### src/rtl/parking_pkg.sv
// Shared types and default timing constants for the parking gate controller.
package parking_pkg;

    typedef enum logic [2:0] {
        IDLE  = 3'd0,
        CHECK = 3'd1,
        OPEN  = 3'd2,
        DENY  = 3'd3,
        PEND  = 3'd4
    } lane_state_t;

    localparam int GATE_TIMEOUT_DEF = 1000;
    localparam int DENY_CYCLES_DEF  = 16;
    localparam int TIMER_W_DEF      = 16;

endpackage

### src/rtl/parking_lane_fsm.sv
// One barrier lane: latches the car class, checks vacancy once, opens the
// barrier, waits for the pass sensor and then requests an event pulse.
module parking_lane_fsm
    import parking_pkg::*;
#(
    parameter int GATE_TIMEOUT = GATE_TIMEOUT_DEF,
    parameter int DENY_CYCLES  = DENY_CYCLES_DEF,
    parameter int TIMER_W      = TIMER_W_DEF
) (
    input  logic clk_i,
    input  logic reset_i,
    input  logic arrive_i,
    input  logic is_uni_i,
    input  logic pass_i,
    input  logic uni_vac_i,
    input  logic vac_i,
    input  logic pulse_grant_i,
    output logic gate_open_o,
    output logic denied_o,
    output logic pulse_req_o,
    output logic cls_o
);

    localparam logic [TIMER_W-1:0] TO_LAST   = TIMER_W'(GATE_TIMEOUT - 1);
    localparam logic [TIMER_W-1:0] DENY_LAST = TIMER_W'(DENY_CYCLES - 1);

    lane_state_t        state_q;
    logic [TIMER_W-1:0] timer_q;
    logic               cls_q;
    logic               gate_q;
    logic               denied_q;
    logic               req_q;

    // Saturating increment: the timer holds at all-ones instead of wrapping.
    function automatic logic [TIMER_W-1:0] sat_inc(input logic [TIMER_W-1:0] v);
        return (v == {TIMER_W{1'b1}}) ? v : v + 1'b1;
    endfunction

    // Lane state machine with registered barrier/refusal/request outputs.
    always_ff @(posedge clk_i) begin
        if (reset_i) begin
            state_q  <= IDLE;
            timer_q  <= '0;
            cls_q    <= 1'b0;
            gate_q   <= 1'b0;
            denied_q <= 1'b0;
            req_q    <= 1'b0;
        end else begin
            unique case (state_q)
                IDLE: begin
                    if (arrive_i) begin
                        cls_q   <= is_uni_i;
                        state_q <= CHECK;
                    end
                end
                CHECK: begin
                    // Vacancy is only looked at here; later flag changes
                    // never revoke an open barrier.
                    timer_q <= '0;
                    if (cls_q ? uni_vac_i : vac_i) begin
                        gate_q  <= 1'b1;
                        state_q <= OPEN;
                    end else begin
                        denied_q <= 1'b1;
                        state_q  <= DENY;
                    end
                end
                OPEN: begin
                    if (pass_i) begin
                        gate_q  <= 1'b0;
                        req_q   <= 1'b1;
                        state_q <= PEND;
                    end else if (timer_q == TO_LAST) begin
                        gate_q  <= 1'b0;
                        state_q <= IDLE;
                    end else begin
                        timer_q <= sat_inc(timer_q);
                    end
                end
                DENY: begin
                    if (timer_q == DENY_LAST) begin
                        denied_q <= 1'b0;
                        state_q  <= IDLE;
                    end else begin
                        timer_q <= sat_inc(timer_q);
                    end
                end
                PEND: begin
                    // Stay here until the arbiter lets our pulse through.
                    if (pulse_grant_i) begin
                        req_q   <= 1'b0;
                        state_q <= IDLE;
                    end
                end
                default: state_q <= IDLE;
            endcase
        end
    end

    assign gate_open_o = gate_q;
    assign denied_o    = denied_q;
    assign pulse_req_o = req_q;
    assign cls_o       = cls_q;

endmodule

### src/rtl/parking_gate_ctrl.sv
// Entry/exit barrier controller feeding the occupancy counter's event
// interface; at most one event pulse per cycle, entry first.
module parking_gate_ctrl
    import parking_pkg::*;
#(
    parameter int GATE_TIMEOUT = GATE_TIMEOUT_DEF,
    parameter int DENY_CYCLES  = DENY_CYCLES_DEF,
    parameter int TIMER_W      = TIMER_W_DEF
) (
    input  logic clk,
    input  logic reset,
    input  logic entry_arrive,
    input  logic entry_is_uni,
    input  logic entry_pass,
    input  logic exit_arrive,
    input  logic exit_is_uni,
    input  logic exit_pass,
    input  logic uni_is_vacated_space,
    input  logic is_vacated_space,
    output logic car_entered,
    output logic is_uni_car_entered,
    output logic car_exited,
    output logic is_uni_car_exited,
    output logic entry_gate_open,
    output logic exit_gate_open,
    output logic entry_denied
);

    logic ent_gate, ent_denied, ent_req, ent_cls, ent_grant;
    logic ext_gate, ext_denied, ext_req, ext_cls, ext_grant;
    logic car_entered_q, uni_entered_q, car_exited_q, uni_exited_q;

    parking_lane_fsm #(
        .GATE_TIMEOUT(GATE_TIMEOUT), .DENY_CYCLES(DENY_CYCLES), .TIMER_W(TIMER_W)
    ) u_entry (
        .clk_i(clk), .reset_i(reset),
        .arrive_i(entry_arrive), .is_uni_i(entry_is_uni), .pass_i(entry_pass),
        .uni_vac_i(uni_is_vacated_space), .vac_i(is_vacated_space),
        .pulse_grant_i(ent_grant),
        .gate_open_o(ent_gate), .denied_o(ent_denied),
        .pulse_req_o(ent_req), .cls_o(ent_cls)
    );

    // The exit lane always has room, so it always grants.
    parking_lane_fsm #(
        .GATE_TIMEOUT(GATE_TIMEOUT), .DENY_CYCLES(DENY_CYCLES), .TIMER_W(TIMER_W)
    ) u_exit (
        .clk_i(clk), .reset_i(reset),
        .arrive_i(exit_arrive), .is_uni_i(exit_is_uni), .pass_i(exit_pass),
        .uni_vac_i(1'b1), .vac_i(1'b1),
        .pulse_grant_i(ext_grant),
        .gate_open_o(ext_gate), .denied_o(ext_denied),
        .pulse_req_o(ext_req), .cls_o(ext_cls)
    );

    // Fixed-priority arbiter: the counter drops same-cycle entry+exit, so
    // a pending exit waits one cycle behind an entry.
    always_comb begin
        ent_grant = ent_req;
        ext_grant = ext_req & ~ent_req;
    end

    // Event pulse registers; class bits are forced low without a pulse.
    always_ff @(posedge clk) begin
        if (reset) begin
            car_entered_q <= 1'b0;
            uni_entered_q <= 1'b0;
            car_exited_q  <= 1'b0;
            uni_exited_q  <= 1'b0;
        end else begin
            car_entered_q <= ent_grant;
            uni_entered_q <= ent_grant & ent_cls;
            car_exited_q  <= ext_grant;
            uni_exited_q  <= ext_grant & ext_cls;
        end
    end

    assign car_entered        = car_entered_q;
    assign is_uni_car_entered = uni_entered_q;
    assign car_exited         = car_exited_q;
    assign is_uni_car_exited  = uni_exited_q;
    assign entry_gate_open    = ent_gate;
    assign exit_gate_open     = ext_gate;
    // Exit lane vacancy is tied high, so its refusal term is constant 0.
    assign entry_denied       = ent_denied | ext_denied;

endmodule

### config.mk
export PLATFORM = sky130hd
export DESIGN_NAME = parking_gate_ctrl
export DESIGN_NICKNAME = d
export VERILOG_FILES = /design/src/rtl/parking_pkg.sv /design/src/rtl/parking_lane_fsm.sv /design/src/rtl/parking_gate_ctrl.sv
export SDC_FILE = /design/constraint.sdc
export NUM_CORES = 1
export LEC_CHECK = 0
export BUFFER_PORTS_ARGS = -buffer_cell sky130_fd_sc_hd__buf_2
export CAP_MARGIN = 10
export CORE_MARGIN = 5
export CORE_UTILIZATION = 50
export DETAILED_ROUTE_END_ITERATION = 12
export GPL_TIMING_DRIVEN = 0
export MAX_ROUTING_LAYER = met4
export PLACE_DENSITY = 0.77
export SETUP_SLACK_MARGIN = 0.05
export SLEW_MARGIN = 40
export SYNTH_ARGS = -nofsm -noshare
export SYNTH_HDL_FRONTEND = slang
export SYNTH_SLANG_ARGS = --single-unit
### constraint.sdc
create_clock -name clk -period 1.83 [get_ports clk]
set_input_delay 0.2745 -clock clk [delete_from_list [all_inputs] [get_ports clk]]
set_output_delay 0.2745 -clock clk [all_outputs]
set_load 0.02 [all_outputs]
* Yosys cells after proc, flatten, opt, wreduce, memory -nomap -nowiden
Cells that the tools add are included.
** Word-level totals
- Bits in registers :: 49
- Input bits :: 10
** Operators by class
- Bitwise operators :: 4
- Multiplexer cells :: 39
- Equal/unequal tests :: 32
- $add $sub $neg :: 2
- Reductions and logical operators :: 20
** Operator list (count)
- 16-bit 2-to-1 mux :: 8
- 16-bit case mux with 3 select lines :: 2
- 16-bit by 1-bit adder with 16-bit output, second input constant :: 2
- 16-bit by 10-bit equality test with 1-bit output, second input constant :: 2
- 16-bit equality test, second input constant :: 2
- 16-bit by 4-bit equality test with 1-bit output, second input constant :: 2
- 3-bit 2-to-1 mux :: 10
- 3-bit case mux with 5 select lines :: 2
- 2-bit inequality test, second input constant :: 12
- 4-bit AND reduction :: 4
- 3-bit by 2-bit equality test with 1-bit output, second input constant :: 4
- 1-bit 2-to-1 mux :: 12
- 1-bit case mux with 2 select lines :: 5
- 2-bit nonzero test :: 5
- 3-bit AND reduction :: 3
- 2-bit by 1-bit inequality test with 1-bit output, second input constant :: 4
- 2-bit AND reduction :: 4
- 3-bit by 1-bit equality test with 1-bit output, second input constant :: 2
- 3-bit equality test, second input constant :: 2
- 3-bit logical NOT :: 2
- 3-bit by 2-bit inequality test with 1-bit output, second input constant :: 2
- 3-bit nonzero test :: 2
- 1-bit bitwise AND :: 3
- 1-bit NOT :: 1

* Depth between registers and ports, before layout
- Depth after elaboration :: 5
- Mapped depth :: 7

* Cells and area by module
From an unflattened synthesis, not the netlist that was laid out.
** Unflattened totals
- Cell total of the unflattened synthesis :: 347
- Area total of the unflattened synthesis :: 2852.7 um^2
** By module, submodules not included
- parking_lane_fsm (u_entry) :: area each 1397.6 um^2, sequential area each 460.4 um^2, cells an instance 167, times used 1
- parking_lane_fsm (u_exit) :: area each 1322.5 um^2, sequential area each 460.4 um^2, cells an instance 169, times used 1
- parking_gate_ctrl :: area each 132.6 um^2, sequential area each 80.1 um^2, cells an instance 11, times used 1

* Least setup slack after synthesis
No wires, ideal clock.
- Path type :: register -> register
- Start :: register u_exit.timer_q[0]
- End :: register u_exit.timer_q[14]
- Path buffers :: 1
- Arrival time :: 1.805 ns
- Slack :: -0.094 ns
- Clock period less this slack :: 1.924 ns
- Cell stages (with the launch flop) :: 8
- Cell sequence :: dfxtp_1 > ha_1 > nand3_1 > or3_4 > o22ai_4 > buf_4 > nor4_1 > a211o_1
** On the way
- Longest elaborated chain between the ends :: 5
- Elaborated cells on any way between the ends :: 12
** Ends and longest elaborated chain
- start, declared :: RTL line parking_lane_fsm.sv:28 : logic [TIMER_W-1:0] timer_q;
- start signal, assigned :: RTL line parking_lane_fsm.sv:77 : timer_q <= sat_inc(timer_q);
- start signal, assigned :: RTL line parking_lane_fsm.sv:85 : timer_q <= sat_inc(timer_q);
- 16-bit by 1-bit adder with 16-bit output or 16-bit equality test (tied branches) :: RTL line parking_lane_fsm.sv:36 : return (v == {TIMER_W{1'b1}}) ? v : v + 1'b1;
- 16-bit 2-to-1 mux :: RTL line parking_lane_fsm.sv:36
- 16-bit 2-to-1 mux :: RTL line parking_lane_fsm.sv:73 : end else if (timer_q == TO_LAST) begin
- 16-bit 2-to-1 mux :: RTL line parking_lane_fsm.sv:69 : if (pass_i) begin
- 16-bit case mux with 3 select lines :: RTL line parking_lane_fsm.sv:49 : unique case (state_q)
Several ways; a longest one is shown, not always the timed one. The select of a mux whose other input is x is not followed.
A chain may end at the register's enable or synchronous reset.

* Worst setup path in the final report
- Start :: register u_exit.timer_q[12]
- End :: register u_exit.timer_q[15]
Same word-level chain as after synthesis.

==> results.md <==
* Pre-CTS setup slack at -0.292 ns
* Fill cells at between 300 and 400
* Clock sinks at 49
* Final setup viols at 15
* Number of routed nets with antenna violations at 0
* Drt pass-1 iters at 4
* HP Class: input port to flip-flop
* Initial core utilization at 50.8%
* Comb power frac at a little over a fifth
* Worst stage delay on the critical path at 0.41 ns
* Die area at around 7000 um2
* Failing checks: setup timing
* Layout area overhead at 35.8%
* Synth Warn # at 0
* Residual DRC count at 0
* Reg2reg path depth at 7
* Core area at ~5400 um2
* FP Rows at 27
* Netlist Area Pre-Place at 2760 um2
* Wire length on met3 at around 710 um
* RSZ-0062 raised after global routing: yes
* Placed cells at between 400 and 500
* Global-route usage over all layers at between 20% and 30%
* Final net count at 398
* Initial antenna violation count at 0
* Distinct cells, synth at 60
* Synth Instances at around 330
* Avg WL per Cell at between 15 and 20 um
* Seq pwr share at between 40% and 50%
* Total CTS buffers at 5
* Crit path time final at 1.92 ns
* CTS clk-pin slew, worst paths at approximately 0.1 ns
* Root buf cell: clkbuf_8
* Max IR drop VDD at roughly 500 uV
* Final WS setup at -0.0889 ns
* WP data required at about 2.0 ns
* Power per cell area at about 600 nW/um2
* CP max-delay cell: nor4_4
* Antenna Cells at 0
* Register area share after synthesis at 35.5%
* RD Place Congestion at 0.956
* Global route overflow at 0
* Die Wd at ~84 um
* Maximum Capacitance Violations at 0
* Status: finished with violations
* DRT Wirelength at 8950 um
* Worst-Skew Late Latency at a little over 0.3 ns
* Routed wl met2 at 4310 um
* IO Count at 17
* Footprint of the multi-input gates at ~2100 um2
* Yosys reg bits at just under 50
* Startpoint type of the worst setup path: flip-flop
* Synth async-reset ratio at 0%
* Total power at between 2 and 2.5 mW
* Initial DRC count at between 200 and 250
* IO Port Bufs at 16
* CTS tree: done
* Top cell type's share of synthesized area at between 30 and 40%
* Net Switching at ~0.70 mW
* Endpoint class of the critical path: flip-flop
* Switching part of the total at 31.5%
* Clk_skew at about 0.012 ns
* Post-Syn Area per Cell at between 8 and 9 um2
* Syn nets at 341
* Hold Fails Final Rpt at 0
* Final worst path period share at 105%
* Fmax at roughly 520 MHz
* Top Metal Used: met4
* Final TNS setup at -0.896 ns
* Crit path max fanout at 6
* Largest net degree at the start of global routing at 17
* First-pass GRT wire length at roughly 14,000 um
* Final std cells w/o fill at roughly 460
* Most used DFF post-synth: dfxtp_1
* CP Class: flip-flop to flip-flop
* Htree depth at 2
* Synth area leader: dfxtp_1
* Leak at ~1.3 nW
* Hold Slack at approximately 0.21 ns
* Critical path data arrival time at roughly 2.1 ns
* Share of cells above drive strength 1 at between 30% and 40%
* M1 wire length at roughly 3700 um
* HPWL after detailed placement at between 5000 and 6000 um
* Sequential Area at about 1000 um2
* Worst hold path depth at 3
* Largest cells by area after synthesis: dfxtp_1 35%, nor2_1 3.9%, nor3_1 3.6%, nand2_1 3.5%, nand4_1 3.2%
* Slew at the pin closest to its max-slew limit at roughly 0.74 ns
* Die Span Y at approximately 84 um
* Clock power share at a little under a third
* Pins Over Slew Limit at 0
* CTS Buffer Depth at 2
* Vias in the first global route at 2,755
* Cell Int Power at roughly 1.5 mW
* Max_slew headroom at ~51%
* EDFF count, synth at 0
* Via count at 3,090
* Vias/cell at a little under 7
* CP Cell Sequence: nor4_4 -> nand4_1 -> buf_4 -> o21ai_4 -> or2_1 -> buf_6 -> o31ai_1
==> layout by cell type (no fill, tap or decap), types with 10 or more instances in the layout <==
master / netlist / final
buf_6: 0 / 10
dfxtp_4: 0 / 10
and3_1: 10 / 10
a21oi_1: 13 / 12
nor3_1: 20 / 16
nand4_1: 14 / 14
buf_4: 2 / 29
buf_2: 3 / 16
dfxtp_1: 49 / 32
nand2_1: 26 / 25
nor2_1: 29 / 25
clkbuf_1: 13 / 10
==> power by group through the flow <==
stage / clock network (mW) / logic (mW) / registers, mW
after floorplan: 0 / 0.221 / 1.14
after global placement: 0 / 0.315 / 1.14
after detailed placement: 0 / 0.322 / 1.14
after CTS: 0.674 / 0.365 / 1.11
after global routing: 0.730 / 0.497 / 1.10
final: 0.674 / 0.468 / 1.10
==> through the flow <==
step           utilization, %  instance area (um2)
4_1_cts                  62.0                 3370
3_5_place_dp             55.4                 3010
2_1_floorplan               -                 2840
6_report                 69.0                 3750
5_1_grt                  69.0                 3750
3_3_place_gp             55.4                 3010
==> worst paths after layout <==
path	start	to	slack, ns
max	u_exit.timer_q[12]$_SDFFE_PP0P_	u_exit.timer_q[15]$_SDFFE_PP0P_	-0.09
min	exit_is_uni	u_exit.cls_o$_SDFFE_PP0P_	0.21
max reg2reg	u_exit.timer_q[12]$_SDFFE_PP0P_	u_exit.timer_q[15]$_SDFFE_PP0P_	-0.09
min reg2reg	u_exit.cls_o$_SDFFE_PP0P_	is_uni_car_exited$_SDFF_PP0_	0.48
==> registers in the layout, indices dropped and copies added, names as in the netlist <==
name and cells:
u_exit.state_q 3, u_entry.cls_o 1, car_entered 1, u_entry.gate_open_o 1, u_exit.pulse_req_o 1, u_entry.timer_q 16, u_entry.denied_o 1, car_exited 1
u_exit.timer_q 16, is_uni_car_exited 1, u_entry.pulse_req_o 1, u_entry.state_q 3, u_exit.cls_o 1, is_uni_car_entered 1, u_exit.gate_open_o 1
==> layer usage <==
metal | vias up | GRT usage, %
met1 | 1487 | 30.3
li1 | 1406 | -
met2 | 165 | 38.4
met5 | - | -
met3 | 32 | 4.91
met4 | 0 | 6.76
==> kinds of logic (layout without fill, tap and decap cells) <==
kind of cell             count (synthesis)  after routing  synth area share [%]
buffers and inverters                   25             83                  3.80
AND/OR/NAND/NOR                        155            155                  31.4
adder cells (fa/ha/maj)                  2              2                 0.905
flip-flops                              49             49                  35.5
AO/OA/AOI/OAI                           92             92                  26.2
multiplexers                             6              6                  2.22
==> critical path, delay by kind of cell, from the launching register on <==
family / cells / cell delay, ns
AO/OA/AOI/OAI: 2 / 0.25
AND/OR/NAND/NOR: 3 / 0.82
buffers and inverters: 2 / 0.36
flip-flops: 1 / 0.38
==> final cells by class <==
class	instances	area share [%]
plain buffers	18	2.77
inverters	6	0.600
clock buffers	5	1.83
well taps	72	2.40
clock inverters	3	0.567
repair buffers	51	9.73
flip-flops and latches	49	27.4
multi-input cells	255	54.7
==> timing repair <==
| action | in CTS | in global routing |
|---|---|---|
| hold buffers | 0 | 0 |
| pin swaps | 14 | 33 |
| resized for setup | 37 | 62 |
| setup endpoints to repair | 35 | 34 |
| buffers inserted | 15 | 18 |
| gates cloned | 0 | 2 |
==> cells in the mapped netlist (4+ instances only) <==
| library cell | count |
|---|---|
| inv_1 | 6 |
| o31ai_1 | 6 |
| nand3_1 | 11 |
| and4_1 | 7 |
| dfxtp_1 | 49 |
| nand2_1 | 26 |
| and3_1 | 10 |
| clkbuf_1 | 13 |
| nor2_1 | 29 |
| mux2i_1 | 5 |
| nand4_1 | 14 |
| nor3_1 | 20 |
| a21oi_1 | 13 |
| a32o_1 | 5 |
| nand2b_1 | 5 |
| and2_1 | 4 |
| o21ai_0 | 13 |
| o311ai_0 | 4 |
| a31oi_1 | 8 |
| nor4_1 | 6 |
| a311oi_1 | 7 |
| nor4b_1 | 4 |
Power figures use the tool's default switching activity.
